<file path="config.mk">
export PLATFORM = sky130hd
export DESIGN_NAME = pipelined_controller
export DESIGN_NICKNAME = d
export VERILOG_FILES = /design/src/rtl/ctrl_pkg.sv /design/src/rtl/return_addr_stack.sv /design/src/rtl/pipelined_controller.sv
export SDC_FILE = /design/constraint.sdc
export NUM_CORES = 1
export LEC_CHECK = 0
export BUFFER_PORTS_ARGS = -buffer_cell sky130_fd_sc_hd__clkbuf_2
export CAP_MARGIN = 0
export CELL_PAD_IN_SITES_DETAIL_PLACEMENT = 1
export CELL_PAD_IN_SITES_GLOBAL_PLACEMENT = 2
export CORE_ASPECT_RATIO = 1.25
export CORE_MARGIN = 5
export CORE_UTILIZATION = 45
export CTS_CLUSTER_SIZE = 10
export DETAILED_ROUTE_END_ITERATION = 6
export GPL_TIMING_DRIVEN = 1
export PLACE_DENSITY_LB_ADDON = 0.05
export SLEW_MARGIN = 20
export SYNTH_ARGS = -nofsm -noshare
export SYNTH_HDL_FRONTEND = slang
export SYNTH_SLANG_ARGS = --single-unit
</file>
<file path="constraint.sdc">
create_clock -name clk -period 5.7 [get_ports clk]
set_input_delay 1.14 -clock clk [delete_from_list [all_inputs] [get_ports clk]]
set_output_delay 1.14 -clock clk [all_outputs]
set_load 0.01 [all_outputs]
</file>
<file path="src/rtl/ctrl_pkg.sv">
// ctrl_pkg: opcode prefixes, ALU encodings, FSM states and control word shared by the controller.
package ctrl_pkg;
    localparam logic [1:0] OP2_ALU_R = 2'b00;
    localparam logic [1:0] OP2_ALU_I = 2'b01;
    localparam logic [2:0] OP3_SHIFT = 3'b110;
    localparam logic [2:0] OP3_MEM   = 3'b100;
    localparam logic [2:0] OP3_BR    = 3'b101;
    localparam logic [4:0] OP5_JMP   = 5'b11100;
    localparam logic [4:0] OP5_CALL  = 5'b11101;
    localparam logic [5:0] OP6_RET   = 6'b111100;
    localparam logic [1:0] MEM_LOAD  = 2'b00;
    localparam logic [1:0] MEM_STORE = 2'b01;

    typedef enum logic [3:0] {
        ALU_ADD, ALU_SUB, ALU_AND, ALU_OR, ALU_XOR, ALU_NOT, ALU_MOV, ALU_MASK,
        ALU_SHL, ALU_SHR, ALU_ROL, ALU_ROR
    } alu_op_e;

    typedef enum logic {RUN, HALTED} state_e;

    typedef struct packed {
        logic       valid;
        logic       reg_write;
        logic       const_en;
        logic       mem_read;
        logic       mem_write;
        logic       mem_to_reg;
        logic       reg_two_addr;
        logic       branch;
        logic       jump_sel;
        logic       change;
        logic       ret_sel;
        logic [3:0] alu_op;
    } ctrl_t;

    localparam ctrl_t CTRL_BUBBLE = '0;
endpackage

</file>
<file path="src/rtl/return_addr_stack.sv">
// return_addr_stack: LIFO of return addresses; pushes when full and pops when empty are ignored.
module return_addr_stack #(
    parameter int PC_W  = 12,
    parameter int DEPTH = 8
) (
    input  logic            clk,
    input  logic            rst,
    input  logic            push,
    input  logic            pop,
    input  logic [PC_W-1:0] push_data,
    output logic [PC_W-1:0] top,
    output logic            full,
    output logic            empty
);
    localparam int CNT_W = $clog2(DEPTH + 1);
    localparam int AW    = $clog2(DEPTH);

    logic [PC_W-1:0]  mem_q [DEPTH];
    logic [CNT_W-1:0] cnt_q, cnt_d;
    logic             do_push, do_pop;

    assign full    = cnt_q == CNT_W'(DEPTH);
    assign empty   = cnt_q == '0;
    assign do_push = push && !full;
    assign do_pop  = pop && !empty;
    assign top     = mem_q[AW'(cnt_q - CNT_W'(1))];

    always_comb begin
        cnt_d = do_push ? cnt_q + CNT_W'(1) : do_pop ? cnt_q - CNT_W'(1) : cnt_q;
    end

    always_ff @(posedge clk) begin
        if (rst) cnt_q <= '0;
        else     cnt_q <= cnt_d;
    end

    always_ff @(posedge clk) begin
        if (do_push) mem_q[cnt_q[AW-1:0]] <= push_data;
    end
endmodule

</file>
<file path="src/rtl/pipelined_controller.sv">
// pipelined_controller: registered instruction decoder with return-address stack,
// stall/flush sequencing and sticky halt/stack-error state.
module pipelined_controller
    import ctrl_pkg::*;
#(
    parameter int INSTR_W     = 19,
    parameter int PC_W        = 12,
    parameter int STACK_DEPTH = 8
) (
    input  logic               clk,
    input  logic               rst,
    input  logic               instr_valid,
    input  logic [INSTR_W-1:0] instr,
    input  logic [PC_W-1:0]    pc_next,
    input  logic               stall,
    input  logic               flush,
    output logic               ctrl_valid,
    output logic               reg_write,
    output logic               const_en,
    output logic               mem_read,
    output logic               mem_write,
    output logic               mem_to_reg,
    output logic               reg_two_addr,
    output logic               branch,
    output logic               jump_sel,
    output logic               change,
    output logic               ret_sel,
    output logic [3:0]         alu_op,
    output logic [PC_W-1:0]    ret_addr,
    output logic               halted,
    output logic               stk_overflow,
    output logic               stk_underflow
);
    localparam int M = INSTR_W - 1;

    state_e          state_q, state_d;
    ctrl_t           ctrl_q, ctrl_d, dec;
    logic [PC_W-1:0] ret_addr_q, ret_addr_d, stk_top;
    logic            ovf_q, ovf_d, unf_q, unf_d;
    logic            is_halt, is_call, is_ret, push, pop, stk_full, stk_empty;
    logic [1:0]      op2;
    logic [2:0]      op3, fn;
    logic [4:0]      op5;
    logic [5:0]      op6;

    assign op2 = instr[M -: 2];
    assign op3 = instr[M -: 3];
    assign op5 = instr[M -: 5];
    assign op6 = instr[M -: 6];
    assign fn  = instr[M-2 -: 3];
    assign is_halt = &instr;

    always_comb begin
        dec       = CTRL_BUBBLE;
        dec.valid = 1'b1;
        is_call   = 1'b0;
        is_ret    = 1'b0;
        if (is_halt) begin
        end else if (op2 == OP2_ALU_R || op2 == OP2_ALU_I) begin
            dec.change    = 1'b1;
            dec.reg_write = 1'b1;
            dec.const_en  = op2 == OP2_ALU_I;
            dec.alu_op    = {1'b0, fn};
        end else if (op3 == OP3_SHIFT) begin
            dec.reg_write = 1'b1;
            dec.alu_op    = ALU_SHL | {2'b00, fn[1:0]};
        end else if (op3 == OP3_MEM) begin
            dec.mem_to_reg   = 1'b1;
            dec.const_en     = 1'b1;
            dec.reg_two_addr = 1'b1;
            dec.mem_read     = fn[1:0] == MEM_LOAD;
            dec.reg_write    = fn[1:0] == MEM_LOAD;
            dec.mem_write    = fn[1:0] == MEM_STORE;
        end else if (op3 == OP3_BR) begin
            dec.branch = 1'b1;
        end else if (op5 == OP5_JMP || op5 == OP5_CALL) begin
            dec.jump_sel = 1'b1;
            is_call      = op5 == OP5_CALL;
        end else if (op6 == OP6_RET) begin
            dec.ret_sel = 1'b1;
            is_ret      = 1'b1;
        end
    end

    // Stall holds everything unless halted or flushed, even with no valid instruction.
    always_comb begin
        state_d    = state_q;
        ctrl_d     = ctrl_q;
        ret_addr_d = ret_addr_q;
        ovf_d      = ovf_q;
        unf_d      = unf_q;
        push       = 1'b0;
        pop        = 1'b0;
        if (state_q == HALTED || flush || (!stall && !instr_valid)) begin
            ctrl_d     = CTRL_BUBBLE;
            ret_addr_d = '0;
        end else if (!stall) begin
            ctrl_d     = dec;
            ret_addr_d = '0;
            if (is_halt) begin
                state_d = HALTED;
                ctrl_d  = CTRL_BUBBLE;
            end else if (is_call) begin
                if (stk_full) begin
                    ovf_d   = 1'b1;
                    state_d = HALTED;
                    ctrl_d  = CTRL_BUBBLE;
                end else begin
                    push = 1'b1;
                end
            end else if (is_ret) begin
                if (stk_empty) begin
                    unf_d   = 1'b1;
                    state_d = HALTED;
                    ctrl_d  = CTRL_BUBBLE;
                end else begin
                    pop        = 1'b1;
                    ret_addr_d = stk_top;
                end
            end
        end
    end

    always_ff @(posedge clk) begin
        if (rst) begin
            state_q    <= RUN;
            ctrl_q     <= CTRL_BUBBLE;
            ret_addr_q <= '0;
            ovf_q      <= 1'b0;
            unf_q      <= 1'b0;
        end else begin
            state_q    <= state_d;
            ctrl_q     <= ctrl_d;
            ret_addr_q <= ret_addr_d;
            ovf_q      <= ovf_d;
            unf_q      <= unf_d;
        end
    end

    return_addr_stack #(.PC_W(PC_W), .DEPTH(STACK_DEPTH)) u_stack (
        .clk       (clk),
        .rst       (rst),
        .push      (push),
        .pop       (pop),
        .push_data (pc_next),
        .top       (stk_top),
        .full      (stk_full),
        .empty     (stk_empty)
    );

    assign ctrl_valid    = ctrl_q.valid;
    assign reg_write     = ctrl_q.reg_write;
    assign const_en      = ctrl_q.const_en;
    assign mem_read      = ctrl_q.mem_read;
    assign mem_write     = ctrl_q.mem_write;
    assign mem_to_reg    = ctrl_q.mem_to_reg;
    assign reg_two_addr  = ctrl_q.reg_two_addr;
    assign branch        = ctrl_q.branch;
    assign jump_sel      = ctrl_q.jump_sel;
    assign change        = ctrl_q.change;
    assign ret_sel       = ctrl_q.ret_sel;
    assign alu_op        = ctrl_q.alu_op;
    assign ret_addr      = ret_addr_q;
    assign halted        = state_q == HALTED;
    assign stk_overflow  = ovf_q;
    assign stk_underflow = unf_q;
endmodule

</file>
=== After elaboration in Yosys (flattened, before gate mapping) ===
Memory sizes are Yosys's and may differ from the RTL's.
Cells that the tools add are included.
W data, S select, Z words.

* Reductions and logical operators: 22
* Muxes and demuxes: 54
* Equality and inequality tests: 10
* Bitwise gates (word level): 4
* Add/subtract/negate cells: 2

{| class="wikitable"
|+ Operator list
! kind !! number
|-
| $mux W15 || 5
|-
| $mux W12 || 4
|-
| $mux W1 || 36
|-
| $reduce_and A19 Y1 || 1
|-
| $mux W4 || 4
|-
| $mux W6 || 2
|-
| $eq A5 B5 Y1 const B || 2
|-
| $reduce_and A5 Y1 || 2
|-
| $eq A3 B3 Y1 const B || 3
|-
| $mux W7 || 1
|-
| $eq A6 B6 Y1 const B || 1
|-
| $reduce_and A6 Y1 || 1
|-
| $reduce_bool A3 Y1 || 2
|-
| $add A4 B1 Y4 const B || 1
|-
| $eq A2 B1 Y1 const B || 2
|-
| $eq A4 B4 Y1 const B || 1
|-
| $logic_not A1 Y1 || 4
|-
| $logic_not A2 Y1 || 2
|-
| $logic_not A4 Y1 || 1
|-
| $logic_or A1 B1 Y1 || 4
|-
| $mux W2 || 2
|-
| $not A1 Y1 || 4
|-
| $sub A4 B1 Y4 const B || 1
|-
| $logic_and A1 B1 Y1 || 3
|-
| other kinds (3) || 3
|}

* Bits in writable memories: 96
* Memories kept: 1
* Bits of input ports: 36
* Logic and storage cells: 110
* Register bits: 34
* Output and inout bits: 30

{| class="wikitable"
|+ Memories
! name !! depth !! width !! rd ports !! clocked after Yosys merged registers in !! wr ports !! RTL line !! RTL
|-
| u_stack.mem_q || 8 || 12 || 1 || 0 || 1 || return_addr_stack.sv:18 || <nowiki>logic [PC_W-1:0] mem_q [DEPTH];</nowiki>
|}

=== Depth between registers and ports, before layout ===
Gate-level depths: netlist (run 1).

* Depth after elaboration: 16
* Mapped depth: 9

=== Modules after synthesis ===
Synthesis (run 1) repeated with hierarchy kept, for this count alone.

* Cell total of the unflattened synthesis: 335
* Area, all modules: 5208.7 sq um

{| class="wikitable"
|+ By module, submodules not included
! module !! cells each !! seq. area each (sq um) !! area each (sq um) !! instances
|-
| return_addr_stack || 197 || 2962.8 || 3993.8 || 1
|-
| pipelined_controller || 138 || 580.6 || 1214.9 || 1
|}

=== Worst setup path before layout (run 1) ===
Ideal clock, no wire load.

* Path kind: input port to flip-flop
* From: input port stall
* To: memory u_stack.mem_q[0][0], enable pin
* Stages: 5
* Path buffers: 1
* Path slack: 2440 ps
* Arrival: 2864 ps
* Cell sequence: nor4b_4 > and4b_1 > buf_2 > nand2b_1 > nor3_1

* Longest elaborated chain between the ends: 7
* Elaborated cells between the ends (all ways): 8

{| class="wikitable"
|+ Ends and longest elaborated chain
! item !! RTL line !! RTL
|-
| start, declared || pipelined_controller.sv:15 || <nowiki>input logic stall,</nowiki>
|-
| $logic_not A1 Y1 || -- ||
|-
| $logic_and A1 B1 Y1 || pipelined_controller.sv:94 || <nowiki>if (state_q == HALTED || flush || (!stall && !instr_valid)) begin</nowiki>
|-
| $logic_or A1 B1 Y1 || pipelined_controller.sv:94 ||
|-
| $mux W1 * || pipelined_controller.sv:94 ||
|-
| $logic_and A1 B1 Y1 * || return_addr_stack.sv:24 || <nowiki>assign do_push = push && !full;</nowiki>
|-
| $mux W1 * || return_addr_stack.sv:38 || <nowiki>if (do_push) mem_q[cnt_q[AW-1:0]] <= push_data;</nowiki>
|-
| $mux W1 (implied by the code) * || return_addr_stack.sv:38 ||
|-
| end, declared || return_addr_stack.sv:18 ||
|}

Every way passes the cells marked *; elsewhere a longest branch is shown, timed or not.

=== Final worst setup path (run 1) ===
* From: input port stall
* To: memory u_stack.mem_q[1][5], enable pin

Same word-level chain as after synthesis.

==> parameters.txt, run 1 <==
Parameter                              Value

Logic synthesis
  Post-synth net total ... approximately 360
  Yosys warns ... 0
  Post-Syn Instances ... around 320
  Async set-reset flop share out of synthesis ... 0
  Cell area after synthesis ... between 5000 and 6000 um^2
  Number of enable flip-flop cells after synthesis ... 96
  Distinct cells, synth ... 49
  Portion of synthesized cell area occupied by the leading cell type ... 0.562
  Biggest area consumer among synthesized cells ... sky130_fd_sc_hd__edfxtp_1
  Leading cell types by count after synthesis ... sky130_fd_sc_hd__edfxtp_1 (96), sky130_fd_sc_hd__dfxtp_1 (33), sky130_fd_sc_hd__mux4_2 (24)
  Ys flop type ... sky130_fd_sc_hd__edfxtp_1
  Largest cells by area after synthesis ... sky130_fd_sc_hd__edfxtp_1 (56%), sky130_fd_sc_hd__dfxtp_1 (13%), sky130_fd_sc_hd__mux4_2 (11%)
  Most common cell in the netlist ... sky130_fd_sc_hd__edfxtp_1
  Sequential share of the synthesized area ... 0.691
  Flop and latch count out of synthesis ... around 130
  Synthesized area per cell ... ~16 um^2

Flow run
  Max_cap viols ... 0

Clock network
  Clock Latency Late Sink ... approximately 400 ps
  CTS tree ... yes
  Post-CTS clock slew at the launch and capture registers of the worst setup and hold paths ... 50 ps
  Number of cells upsized or downsized after cts ... 0
  Sinks on the clock net ... ~130
  Root Driver ... sky130_fd_sc_hd__clkbuf_16
  Quantity of hold-fixing buffers added after cts ... 0
  Maximum number of buffers from clock root to sink ... 2
  Setup bufs post-CTS ... 0
  H-tree levels ... 4
  Cts bufs inserted ... 17

GRT
  Vias in the first global route ... roughly 3200
  Gr ovfl total ... 0
  First-pass GRT wire length ... between 15 and 20 mm
  GRT Overall Usage ... 0.174
  Number of antenna violations at the first check in global routing ... 0
  Maximum number of pins on one net before global-route repair ... 32

Power
  Switching power of the nets ... 0.000417 W
  Share of power burned in the clock network ... 0.495
  Proportion of power drawn by flip-flops and latches ... 0.483
  Power density over the cells ... 340 nW/um^2
  Switching part of the total power ... 0.200
  Share of total power in combinational logic ... 0.022
  Max IR drop VDD ... 0.000197 V
  Leak Pwr ... about 2.2 nW
  Internal power ... 0.00167 W

Setup path
  CP required ... roughly 5700 ps
  Type of the setup path with the least slack ... primary input to register
  Startpoint kind of the worst setup timing path ... primary input
  Element type at the critical path end ... register
  Largest fanout on the critical path ... 12
  Worst EP arrival ... 3330 ps

Floorplan
  Starting Density ... 0.460
  Standard cell core area ... 11100 um^2
  Chip Height ... 129 um
  Area enclosed by the die boundary ... ~14000 um^2
  Boundary pin count ... 66
  Die width ... between 100 and 150 um
  Number of placement rows ... 43

Detailed routing
  DR vias ... 2973
  Uppermost metal layer occupied by signal nets ... met4
  Routed length on met1 ... between 4 and 5 mm
  Antenna Violating Nets Remaining ... 0
  Router iterations before antenna repair ... 4
  Sum of met2 wire segment lengths after detailed routing ... 6.04 mm
  Met3 wire length ... 487 um
  Routed via count divided by cell count ... roughly 5.6
  DRT iter0 DRCs ... roughly 150
  Detailed-route wire length ... 11.1 mm
  Count of unresolved DRC violations after routing ... 0
  Detail-routed net length per standard cell ... roughly 21 um

Timing
  Share of the clock period used by the worst path ... 0.582
  Setup TNS ... 0 ps
  Peak Freq ... slightly above 300 MHz
  Final hold violation count ... 0
  Count of pins over their slew limit ... 0
  Setup violations, final ... 0
  Slew at the pin with the worst max-slew slack ... approximately 1100 ps
  Final worst path period need ... between 3000 and 4000 ps
  Final worst hold slack ... ~450 ps
  RSZ-0062 raised after global routing ... false
  Max transition margin ... 0.296
  Setup Skew ... about 11 ps

Finish
  Max reg flops ... 96
  Ant. Diodes ... 0
  Net count, final ... approximately 420
  Layout cells sized above 1 ... 0.354
  Area growth from synthesis to layout ... 19.9%
  Share of the core filled with cells ... 0.552

Placement
  Count of input and output buffers ... 65
  Dpl hpwl ... 7.32 mm
  Final Wtd Congestion ... 0.748

Min path
  Worst min path class ... register to register

Outcome
  Run status ... finished, final reports clean
-- worst paths after layout --
| kind | end | from | cells after the start | slack, ps |
|---|---|---|---|---|
| setup reg to reg | u_stack.mem_q[1][5] | u_stack.cnt_q[1] | 6 | 2600 |
| hold reg to reg | ret_addr[3] | ret_addr[3] | 2 | 450 |
| hold / removal | ret_addr[3] | ret_addr[3] | 2 | 450 |
| setup / recovery | u_stack.mem_q[1][5] | stall | 5 | 2380 |
-- worst max-delay path: stages --
cell and delay, ps:
sky130_fd_sc_hd__clkbuf_2 190, sky130_fd_sc_hd__nor4b_4 480, sky130_fd_sc_hd__and4b_1 450, sky130_fd_sc_hd__nand2b_1 230
sky130_fd_sc_hd__nor3_2 840
-- metal layers --
metal,vias up,global-route usage
li1,1388,-
met1,1508,0.192
met2,69,0.321
met3,8,0.0443
met4,0,0.0672
met5,-,0
-- kinds of logic (layout without fill, tap and decap cells) --
logic type	after synthesis	in the layout	share of synthesized area
flops	129	129	0.691
simple gates	76	76	0.0815
compound gates	42	42	0.0576
mux	38	38	0.133
buf+inv	27	108	0.0271
xor+xnor	3	3	0.00513
fa+ha+maj	2	2	0.00488
-- power groups by stage --
stage | sequential (W) | combinational (W) | clock [W]
2_1_floorplan | 0.00103 | 0.0000198 | 0
3_3_place_gp | 0.00103 | 0.0000459 | 0
3_5_place_dp | 0.00103 | 0.0000471 | 0
4_1_cts | 0.00101 | 0.0000473 | 0.00105
5_1_grt | 0.00101 | 0.0000521 | 0.00111
6_report | 0.00101 | 0.0000468 | 0.00103
-- stage by stage --
step,instances,cell area [um^2],worst slack (ps),total power (W)
3_5_place_dp,501,5570,1940,0.00108
6_report,533,6150,2380,0.00209
3_3_place_gp,501,5560,1980,0.00108
5_1_grt,533,6150,2210,0.00217
4_1_cts,533,6140,2320,0.00211
2_1_floorplan,317,5130,2440,0.00105
-- cell type report --
cell class	instances	area, um^2
Clock buffer	21	440
Multi-Input combinational cell	161	1470
Timing Repair Buffer	71	370
Sequential cell	129	3540
Tap cell	135	169
Fill cell	1075	4990
Inverter	5	18.8
Clock inverter	11	135
-- placed cells by master (no fill, tap or decap), drive strengths merged, types with 3 or more instances in the layout --
cell type and n:
buf 6, mux2i 14, mux4 24, edfxtp 96, a32o 5, inv 6
a21oi 5, dfxtp 33, nand3b 4, nor2 18, nand2 22, clkinvlp 3
o21ai 16, nor3 8, clkbuf 86, a22o 5, nand4 5, clkinv 5
(Power assumes the default switching activity.)
==> run 2: changes to the inputs <==
CORE_UTILIZATION = 41   (was 45)
clock period = 3.3 ns   (was 5.7 ns; I/O delays follow)
==> run 2 against run 1 <==
  * Die area rose by 8.9%
  * Via count rose by 3.1%
  * Clock skew is essentially flat
  * Clock-buffer cell count did not move
  * First-iteration DRC count grew 11%
  * Highest routed layer unchanged
  * Core utilization shrank 3.8 points
  * Total power increased by 79%
  * Setup slack lost 1600 ps
  * Sequential share of layout area decreased by 1.2 points
  * Combinational power increased by 72%
  * Largest power group unchanged
  * Global-route usage decreased by 0.73 points
==> parameters.txt, run 2 (synthesized netlist as in run 1, its figures left out) <==
Parameter                              Value

Setup path
  Crit path buf inv count ... 2
  Type of the setup path with the least slack ... register to register
  Slowest cell delay on critical path ... around 550 ps
  Master of the slowest instance on the critical path ... sky130_fd_sc_hd__dfxtp_1
  Element type at the critical path end ... register
  Largest fanout on the critical path ... 12
  Crit-path cells ... inv_1 -> ha_1 -> and3b_1 -> and4b_1 -> nand2b_1 -> nor3_2 -> buf_4
  CP top delay family ... simple AND/OR/NAND/NOR gates
  WP depth ... 7
  Worst EP arrival ... about 2600 ps
  Worst R2R Path Depth ... 7
  Startpoint kind of the worst setup timing path ... register
  CP required ... approximately 3400 ps

GRT
  Gr ovfl total ... 0
  Number of antenna violations at the first check in global routing ... 0
  Maximum number of pins on one net before global-route repair ... 32
  First-pass GRT wire length ... ~18 mm
  Vias in the first global route ... 3257
  GRT Overall Usage ... 0.166

Timing
  Final WS setup ... roughly 780 ps
  Slew at the pin with the worst max-slew slack ... 587 ps
  Peak Freq ... about 400 MHz
  Setup TNS ... 0 ps
  Final worst path period need ... around 2500 ps
  Setup violations, final ... 0
  Final hold violation count ... 0
  Setup Skew ... roughly 11 ps
  Count of pins over their slew limit ... 0
  Max transition margin ... 0.609
  RSZ-0062 raised after global routing ... false
  Share of the clock period used by the worst path ... 0.765

Floorplan
  Starting Density ... 0.420
  Number of placement rows ... 45
  Boundary pin count ... 66
  Standard cell core area ... about 12000 um^2
  Die width ... about 110 um
  Area enclosed by the die boundary ... about 15000 um^2
  Chip Height ... around 140 um

Detailed routing
  Detailed-route wire length ... approximately 12 mm
  DRT iter0 DRCs ... about 170
  Routed via count divided by cell count ... roughly 5.4
  Antenna Violating Nets Remaining ... 0
  Detail-routed net length per standard cell ... 20.6 um
  Router iterations before antenna repair ... 4
  DR vias ... 3065
  Count of unresolved DRC violations after routing ... 0

Finish
  Final instance area ... 6280 um^2
  Commonest non-fill, non-tap cells in the layout ... sky130_fd_sc_hd__edfxtp_1 (96), sky130_fd_sc_hd__clkbuf_2 (65), sky130_fd_sc_hd__dfxtp_1 (32)
  Ant. Diodes ... 0
  Max reg flops ... 96
  Most common library cell in the layout ignoring fill and taps ... sky130_fd_sc_hd__edfxtp_1
  Area growth from synthesis to layout ... 22.4%
  Layout cells sized above 1 ... 0.355
  Net count, final ... roughly 430

Clock network
  Clock Latency Late Sink ... just over 400 ps
  Sinks on the clock net ... approximately 130
  Cts bufs inserted ... 17
  Maximum number of buffers from clock root to sink ... 2
  Setup bufs post-CTS ... 0
  H-tree levels ... 4
  Number of cells upsized or downsized after cts ... 0
  Post-CTS clock slew at the launch and capture registers of the worst setup and hold paths ... roughly 50 ps
  Root Driver ... sky130_fd_sc_hd__clkbuf_16
  CTS tree ... yes
  Quantity of hold-fixing buffers added after cts ... 0

Outcome
  Run status ... finished, final reports clean

Min path
  Cells on Worst Hold Path ... 2
  Worst min path class ... register to register

Placement
  Dpl hpwl ... ~7.6 mm
  Final Wtd Congestion ... roughly 0.76
  Count of input and output buffers ... 65
  Pre-CTS setup slack ... between 600 and 700 ps
  Post-Place Cell Area ... 5670 um^2

Flow run
  Max_cap viols ... 0

Power
  Total power ... 0.00374 W
  Power density over the cells ... 596 nW/um^2
  Leak Pwr ... 2.27 nW
  Max IR drop VDD ... approximately 0.00032 V
==> run 2: changes by cell type in the layout (fill, tap and decap cells not counted), sizes merged <==
cell	change
bufinv	+2
clkinv	-1
buf	+10
inv	-1
==> run 2: report_power, final <==
| part | leakage (nW) | switching (W) | total [W] | internal [W] |
|---|---|---|---|---|
| Sequential | 1.13 | 0.00000141 | 0.00174 | 0.00174 |
| Combinational | 0.866 | 0.0000509 | 0.0000805 | 0.0000297 |
| Clock | 0.280 | 0.000661 | 0.00192 | 0.00126 |
| Total | 2.27 | 0.000713 | 0.00374 | 0.00303 |
==> run 2: layout make-up <==
| class | instances | area [um^2] |
|---|---|---|
| fillers | 1188 | 5940 |
| flip-flops and latches | 129 | 3540 |
| multi-input cells | 161 | 1460 |
| repair buffers | 81 | 445 |
| clock buffers | 21 | 440 |
| well taps | 164 | 205 |
| clock inverters | 11 | 163 |
| inverters | 5 | 18.8 |
==> run 2: worst min-delay path, stage by stage, from the launching register on <==
cell and delay, ps:
sky130_fd_sc_hd__dfxtp_1 320, sky130_fd_sc_hd__nand2_1 50, sky130_fd_sc_hd__o21ai_0 60
==> run 2: per-stage QoR <==
step,util,cells,hold WS [ps]
6_report,0.514,572,456
5_1_grt,0.514,572,482
4_1_cts,0.514,572,457
3_5_place_dp,0.464,540,445
3_3_place_gp,0.464,540,437
2_1_floorplan,-,317,483
==> run 2: metal layers <==
layer / vias up / part of all wire / track usage
met3: 11 / 0.062 / 0.0531
met5: - / 0 / 0
met2: 100 / 0.53 / 0.286
li1: 1407 / - / -
met1: 1547 / 0.40 / 0.197
met4: 0 / 0.011 / 0.0499
==> run 2: worst paths after layout <==
path / start / to / slack [ps]
worst max-delay path: u_stack.cnt_q[1] / u_stack.mem_q[0][1] / 780
worst min-delay path: ret_addr[7] / ret_addr[7] / 460
worst max register to register: u_stack.cnt_q[1] / u_stack.mem_q[0][1] / 780
worst min register to register: ret_addr[7] / ret_addr[7] / 460
